--- config.mk ---
export PLATFORM = sky130hd
export DESIGN_NAME = bus_mux_encoder
export DESIGN_NICKNAME = d
export VERILOG_FILES = /design/src/rtl/bus_mux_encoder.sv
export SDC_FILE = /design/constraint.sdc
export NUM_CORES = 1
export LEC_CHECK = 0
export ABC_AREA = 0
export CAP_MARGIN = 20
export CORE_AREA = 4 4 329 331
export CTS_CLUSTER_DIAMETER = 50
export CTS_CLUSTER_SIZE = 40
export DETAILED_ROUTE_END_ITERATION = 16
export DIE_AREA = 0 0 333 335
export DONT_BUFFER_PORTS = 1
export RECOVER_POWER = 100
export SLEW_MARGIN = 40
export SYNTH_ARGS = -nofsm -noshare
export SYNTH_HDL_FRONTEND = slang
export SYNTH_SLANG_ARGS = --single-unit
--- constraint.sdc ---
create_clock -name clock -period 1.7 [get_ports clock]
set_input_delay 0.34 -clock clock [delete_from_list [all_inputs] [get_ports clock]]
set_output_delay 0.34 -clock clock [all_outputs]
set_load 0.005 [all_outputs]
--- src/rtl/bus_mux_encoder.sv ---
// Registered one-hot bus multiplexer with priority encoding.
// Multi-hot selects resolve to the lowest source and are logged as conflicts.
module bus_mux_encoder #(
    parameter int                    DATA_WIDTH = 32,
    parameter int                    NUM_SRC    = 24,
    parameter logic [DATA_WIDTH-1:0] INIT       = 32'h0
) (
    input  logic                            clock,
    input  logic                            clear,
    input  logic                            enable,
    input  logic [NUM_SRC-1:0]              src_out,
    input  logic [NUM_SRC*DATA_WIDTH-1:0]   BusMuxIn_flat,
    output logic [DATA_WIDTH-1:0]           BusMuxOut,
    output logic                            bus_valid,
    output logic [4:0]                      sel_code,
    output logic                            conflict,
    output logic [7:0]                      conflict_count
);

    typedef enum logic [1:0] {
        POP_ZERO,
        POP_ONE,
        POP_MANY
    } pop_t;

    localparam logic [NUM_SRC-1:0] ONE = {{(NUM_SRC-1){1'b0}}, 1'b1};

    logic [4:0]            idx;
    logic [DATA_WIDTH-1:0] word;
    logic                  none_set;
    logic                  multi_set;
    pop_t                  pop;

    // Scan from the top so the lowest set bit is the one that sticks.
    always_comb begin
        idx  = '0;
        word = '0;
        for (int i = NUM_SRC - 1; i >= 0; i--) begin
            if (src_out[i]) begin
                idx  = i[4:0];
                word = BusMuxIn_flat[DATA_WIDTH*i +: DATA_WIDTH];
            end
        end
    end

    assign none_set  = ~|src_out;
    assign multi_set = |(src_out & (src_out - ONE));

    always_comb begin
        pop = POP_ONE;
        unique case (1'b1)
            none_set:  pop = POP_ZERO;
            multi_set: pop = POP_MANY;
            default:   pop = POP_ONE;
        endcase
    end

    always_ff @(posedge clock or posedge clear) begin
        if (clear) begin
            BusMuxOut      <= INIT;
            bus_valid      <= 1'b0;
            sel_code       <= 5'd0;
            conflict       <= 1'b0;
            conflict_count <= 8'd0;
        end else begin
            bus_valid <= 1'b0;
            if (enable && pop != POP_ZERO) begin
                BusMuxOut <= word;
                sel_code  <= idx;
                bus_valid <= 1'b1;
                if (pop == POP_MANY) begin
                    conflict <= 1'b1;
                    if (conflict_count != 8'hFF)
                        conflict_count <= conflict_count + 8'd1;
                end
            end
        end
    end

endmodule

==> metrics.md, run 1 <==
| Metric | Value |
|---|---|
| Average vias per placed instance | `~4.6` |
| Largest family of logic cells by synthesized area | `compound AO/OA/AOI/OAI gates` |
| Final worst-path cycle share | `1.34` |
| Crit-path cells | `nor4_4 -> buf_4 -> nand4_1 -> buf_4 -> nor2_1 -> o21ai_1 -> nor4_4 -> buf_4 -> nor4_2 -> mux2_1` |
| Antenna viol nets, final | `0` |
| Fraction of layout instances using a drive strength above 1 | `0.387` |
| R2R Setup Slk | `0.03 ns` |
| Fin cells | `between 2000 and 3000` |
| Synth Area in XOR/XNOR | `0.00631` |
| Type of the worst setup path | `in -> reg` |
| Vias in the first global route | `about 13000` |
| Fin Setup TNS | `-17.70 ns` |
| Critical path data arrival time | `2.48 ns` |
| RSZ-0062 raised after global routing | `true` |
| Post-synthesis compound-gate area fraction | `0.550` |
| Footprint of the multi-input gates | `~7900 µm²` |
| Clock Tree Root | `clkbuf_16` |
| Routability Congestion | `around 0.98` |
| Mapped Nets | `roughly 2000` |
| Crit path launch type | `input pin` |
| Final nets | `between 2000 and 2500` |
| Buffer depth of the longest clock path | `2` |
| Register area | `approximately 1200 µm²` |
| Num CTS Buffers | `5` |
| I/O Buffers | `0` |
| H-tree depth | `2` |
| Post-synth EDFFs | `0` |
| Clk slew on worst S/H paths | `0.07 ns` |
| Final core utilization | `0.137` |
| Worst Setup End Kind | `register` |
| Final wirelength | `between 100 and 150 mm` |
| Register area share after synthesis | `0.141` |
| Die footprint | `between 100000 and 150000 µm²` |
| Adder-Cell Fraction of Synth Area | `0.00406` |
| Top FF cell, synth | `dfrtp_1` |
| Top cell by count, worst path | `buf_4` |
| Data required time of the worst path | `roughly 1.9 ns` |
| CTS tree | `yes` |
| Placed Cells | `roughly 2800` |
| Starting Density | `0.0792` |
| HPWL after detailed placement | `98.5 mm` |
| Seq cells post-synth | `between 40 and 50` |
| Post-route worst setup slack | `-0.576 ns` |
| LEAKAGE | `roughly 0.0046 µW` |
| Gr usage total | `0.198` |
| # rows | `119` |
| DR iter-0 viols | `approximately 1200` |
| Pwr/cell area | `422 nW/µm²` |
| Grt total ovfl | `0` |
| Die width | `between 300 and 400 µm` |
| Post-synthesis cell count | `1220` |
| Core ar. | `about 110000 µm²` |
| Synth warnings | `0` |
| Worst slew pin tran | `approximately 0.86 ns` |
| Final Hold Vio Count | `0` |
| DRT Pass-1 Iters | `5` |
| Initial antenna violation count | `69` |
| Worst VDD drop | `between 300 and 400 µV` |
| Rel. slew slack | `0.426` |
| Ys async rst share | `1.00` |
| Maximum fanout along the worst path | `12` |
| Post-synthesis mux area share | `0.00270` |
| Die Ht | `about 340 µm` |
| DRC viols | `0` |
| # IOs | `between 800 and 900` |
| Final Slew Violations | `0` |
| Clock Latency Late Sink | `roughly 0.32 ns` |
| Fillcell total | `~12000` |
| DR WL/cell | `between 40 and 50 µm` |
| Final Skew | `0.00982 ns` |
| Minimum clock period | `approximately 2.3 ns` |
| Synth Area in Simple Gates | `0.208` |
| Slowest cell on crit path | `nor4_4` |
| HP Class | `in -> reg` |
| Failing checks | `negative setup slack` |
| Synth Area per Inst | `between 6 and 7 µm²` |
| Cell area after synthesis | `about 8300 µm²` |
| Clk sink count | `between 40 and 50` |
| Synth cell types | `60` |
| First-pass GRT wire length | `~140 mm` |
| Via count | `13200` |
| # setup viols final | `45` |
| Max-cap violations | `0` |
| Slowest cell delay on critical path | `0.38 ns` |
| Outcome | `finished, violations left` |
| F_max | `about 0.44 GHz` |
| Largest net degree at the start of global routing | `72` |
| Area Growth Syn to Fin | `73.3%` |
-- area by class of cell --
cell class,count,share of cell area
Tap cell,1391,0.121
Clock inverter,3,0.00329
Inverter,46,0.0123
Sequential cell,47,0.0815
Multi-Input combinational cell,983,0.548
Antenna cell,41,0.00711
Timing Repair Buffer,340,0.219
Clock buffer,5,0.00867
-- critical path, delay by kind of cell --
family	cells	cell delay (ns)
AND/OR/NAND/NOR	5	1.10
buffers and inverters	3	0.62
multiplexers	1	0.30
AO/OA/AOI/OAI	1	0.11
-- per-layer routing --
metal / routed length [µm] / global-route usage
met1: 48700 / 0.240
met5: 192 / 0
met4: 4180 / 0.0659
met3: 10200 / 0.0683
met2: 55000 / 0.327
-- path summary, 6_finish.rpt --
path                                    from                end  cells after the start
max                               src_out[1]  conflict_count[6]                     10
min                                   enable        sel_code[4]                      1
max reg2reg                conflict_count[0]  conflict_count[4]                      7
min reg2reg                         conflict           conflict                      1
max in group asynchronous              clear  conflict_count[5]                      3
min in group asynchronous              clear      BusMuxOut[11]                      2
-- power by group --
part	internal [µW]	leakage (µW)	total (µW)	switching [µW]
clock	707	0.0000847	1310	601
combinational	1430	0.00393	3230	1800
sequential	1290	0.000569	1560	268
-- registers in the layout, summed over array words and instances, names as in the netlist --
name / cells
BusMuxOut: 32
bus_valid: 1
conflict: 1
conflict_count: 8
sel_code: 5
-- cells in the mapped netlist, types with 6 or more instances --
cell type,count,area [µm²]
inv_1,42,158
o21ai_0,63,315
a21oi_1,125,626
o31ai_1,14,105
a2111oi_0,25,219
dfrtp_1,47,1180
o311ai_0,36,315
nand2_1,76,285
a31oi_1,8,50.1
or3_1,25,156
xor2_1,6,52.6
o221ai_1,17,149
nor3_1,9,45.0
o211ai_1,24,180
a221oi_1,181,1590
o22ai_1,51,319
clkbuf_1,132,495
buf_1,8,30.0
nand3_1,34,170
o32a_1,24,240
nor2b_1,73,457
nor2_1,103,387
a221o_1,14,140
-- metrics by stage --
step                worst slack [ns]  total power [µW]  hold slack, ns  instance area, µm²
floorplan                     -0.801              2830           0.426                8370
global placement               -1.86              4400           0.257               12200
detailed placement             -1.39              4420           0.261               12300
CTS                           -0.555              6160          0.0789               13900
global route                  -0.644              6410           0.110               14400
finish                        -0.576              6100           0.106               14400
-- cells in the final DEF, fill, tap and decap left out, types with 28 or more instances in the layout --
| cell | n |
|---|---|
| a21oi_1 | 84 |
| o22ai_1 | 51 |
| dfrtp_1 | 47 |
| a221oi_1 | 149 |
| o21ai_0 | 33 |
| buf_4 | 266 |
| nand2_1 | 73 |
| buf_12 | 28 |
| nor2_1 | 85 |
| inv_1 | 38 |
| a21oi_2 | 34 |
| diode_2 | 41 |
| buf_6 | 29 |
| nor2b_1 | 67 |
-- cells by family (layout without fill, tap and decap cells) --
logic type                 Yosys count  after routing
other                                0             41
DFF                                 47             47
AOI/OAI and AO/OA                  623            623
buffers and inverters              190            394
xor gates and xnor gates             6              6
adders and majority gates            3              3
muxes                                2              2
and+or+nand+nor                    349            349
-- timing repair --
action | in CTS | in global routing
endpoints found under the setup margin | 43 | 46
pin swaps | 108 | 51
hold endpoints to repair | 11 | 0
hold buffers | 1 | 0
setup buffers | 26 | 20
gates resized for setup | 276 | 85
cloned | 4 | 1
Power figures use the tool's default switching activity.
==> run 2, diff against run 1 <==
CORE_AREA = 4 4 328 330   (was 4 4 329 331)
DIE_AREA = 0 0 332 334   (was 0 0 333 335)
==> metrics.md, run 2 (same netlist as run 1, synthesis figures left out) <==
| Metric | Value |
|---|---|
| Outcome | `finished, violations left (unchanged)` |
| Failing checks | `negative setup slack (unchanged)` |
| Max FFs per register | `32 (unchanged)` |
| Slowest cell delay on critical path | `0.34 ns (was 0.38 ns)` |
| Final Slew Violations | `0 (unchanged)` |
| Clk slew on worst S/H paths | `0.07 ns (about the same)` |
| Pwr/cell area | `418 nW/µm² (was 422 nW/µm²)` |
| DRC viols | `0 (unchanged)` |
| Die width | `332 µm (was 333 µm)` |
| Antenna viol nets, final | `0 (unchanged)` |
| Final core utilization | `0.138 (was 0.137)` |
| Worst Setup End Kind | `register (unchanged)` |
| Initial antenna violation count | `69 (unchanged)` |
| Routability Congestion | `0.955 (was 0.977)` |
| DR WL/cell | `41.3 µm (was 41.4 µm)` |
| Worst slew pin tran | `0.887 ns (was 0.860 ns)` |
| Post-route worst setup slack | `-0.530 ns (was -0.576 ns)` |
| Die Ht | `334 µm (was 335 µm)` |
| Clock Latency Late Sink | `0.33 ns (was 0.32 ns)` |
| LEAKAGE | `0.00450 µW (was 0.00458 µW)` |
| R2R cell count | `7 (unchanged)` |
| Final Skew | `0.0164 ns (was 0.00982 ns)` |
| Final Hold Vio Count | `0 (unchanged)` |
| Most common cell after layout, fill and taps aside | `buf_4 (unchanged)` |
| # setup viols final | `41 (was 45)` |
| I/O Buffers | `0 (unchanged)` |
| Worst VDD drop | `412 µV (was 349 µV)` |
| Max-cap violations | `0 (unchanged)` |
| Clock Tree Root | `clkbuf_16 (unchanged)` |
| Maximum fanout along the worst path | `34 (was 12)` |
| Vias in the first global route | `13300 (was 13200)` |
| Most flops, register | `BusMuxOut (unchanged)` |
| Dpl ws | `-1.52 ns (was -1.39 ns)` |
| Buffer depth of the longest clock path | `2 (unchanged)` |
| Final wirelength | `117 mm (was 118 mm)` |
| Minimum clock period | `2.23 ns (was 2.28 ns)` |
| First-pass GRT wire length | `144 mm (about the same)` |
| HP Class | `in -> reg (unchanged)` |
| Worst hold stages | `1 (unchanged)` |
| Die footprint | `111000 µm² (was 112000 µm²)` |
| Average vias per placed instance | `4.71 (was 4.64)` |
| Largest net degree at the start of global routing | `72 (unchanged)` |
| Type of the worst setup path | `in -> reg (unchanged)` |
| Starting Density | `0.0795 (was 0.0792)` |
| Fraction of layout instances using a drive strength above 1 | `0.380 (was 0.387)` |
| # IOs | `842 (unchanged)` |
| Gr usage total | `0.198 (about the same)` |
| Num CTS Buffers | `5 (unchanged)` |
| Critical path data arrival time | `2.42 ns (was 2.48 ns)` |
| # rows | `119 (unchanged)` |
| CTS tree | `yes (unchanged)` |
| F_max | `0.448 GHz (was 0.439 GHz)` |
| Via count | `13400 (was 13200)` |
| Regs by FF count | `BusMuxOut: 32 flops, conflict_count: 8 flops, sel_code: 5 flops (unchanged)` |
| Slowest cell on crit path | `nor4_4 (unchanged)` |
| Crit path launch type | `input pin (unchanged)` |
| Area Growth Syn to Fin | `73.9% (was 73.3%)` |
| Core ar. | `105000 µm² (about the same)` |
| Most frequent cells in the layout | `buf_4, a221oi_1, a21oi_1, nor2_1, nand2_1 (was buf_4, a221oi_1, nor2_1, a21oi_1, nand2_1)` |
| Final nets | `2201 (was 2219)` |
| DRT Pass-1 Iters | `7 (was 5)` |
| Clk sink count | `47 (unchanged)` |
| Final worst-path cycle share | `1.31 (was 1.34)` |
| RSZ-0062 raised after global routing | `true (unchanged)` |
| HPWL after detailed placement | `97.3 mm (was 98.5 mm)` |
| Data required time of the worst path | `1.89 ns (was 1.90 ns)` |
| Rel. slew slack | `0.406 (was 0.426)` |
| Grt total ovfl | `0 (unchanged)` |
| DR iter-0 viols | `1121 (was 1184)` |
| Crit-path cells | `nor4_4 -> buf_4 -> buf_6 -> a41oi_1 -> a211oi_2 -> nand4_1 -> nor4_4 -> buf_4 -> nor4b_2 -> xor2_1 (was nor4_4 -> buf_4 -> nand4_1 -> buf_4 -> nor2_1 -> o21ai_1 -> nor4_4 -> buf_4 -> nor4_2 -> mux2_1)` |
| H-tree depth | `2 (unchanged)` |
run 2: layout make-up:
cell class	instances	area [µm²]
Inverter	46	173
Multi-Input combinational cell	983	8160
Fill cell	12100	90300
Sequential cell	47	1180
Clock buffer	5	125
Antenna cell	36	90.1
Tap cell	1391	1740
Clock inverter	3	46.3
Timing Repair Buffer	322	2980
run 2: worst max-delay path: cells and delay by family:
kind	cells	cell delay (ns)
buf+inv	3	0.52
xor+xnor	1	0.14
simple gates	4	0.97
compound gates	2	0.41
run 2: final timing paths:
path                              startpoint                 to  slack [ns]
max                               src_out[2]  conflict_count[7]       -0.53
min                                   enable        sel_code[4]        0.11
max reg2reg                conflict_count[0]  conflict_count[7]        0.01
min reg2reg                         conflict           conflict        0.52
max in group asynchronous              clear        sel_code[4]        0.38
min in group asynchronous              clear       BusMuxOut[5]        0.72
run 2: timing repair:
| item | CTS | global route |
|---|---|---|
| resized for setup | 292 | 81 |
| setup endpoints to repair | 43 | 44 |
| hold buffers | 1 | 0 |
| pin swaps | 115 | 103 |
| gates cloned | 6 | 0 |
| hold endpoints to repair | 47 | 0 |
| buffers inserted | 26 | 18 |
run 2: metal layers:
metal | vias to the layer above | share of wire | GRT usage
li1 | 5396 | - | -
met1 | 6642 | 0.40 | 0.236
met2 | 993 | 0.47 | 0.332
met3 | 282 | 0.086 | 0.0645
met4 | 38 | 0.041 | 0.0700
met5 | - | 0.0022 | 0
run 2: power breakdown:
| group | internal, µW | switching [µW] | total [µW] |
|---|---|---|---|
| registers | 1290 | 246 | 1540 |
| clock network | 705 | 630 | 1340 |
| logic | 1390 | 1790 | 3190 |
run 2: per-stage QoR:
step / cell area [µm²] / setup TNS (ns) / std cells / hold WS, ns / total power (µW)
finish: 14500 / -14.30 / 2833 / 0.110 / 6060
global route: 14400 / -17.73 / 2811 / 0.102 / 6380
CTS: 13900 / -13.87 / 2786 / 0.0876 / 6070
detailed placement: 12100 / -43.55 / 2756 / 0.308 / 4330
global placement: 12000 / -45.66 / 2754 / 0.309 / 4320
floorplan: 8370 / -24.49 / 1220 / 0.426 / 2830
==> run 3, diff against run 2 <==
CAP_MARGIN = 5   (was 20)
==> results of run 3 <==
Same layout as run 2: the final DEF is identical, and so are final timing and power.
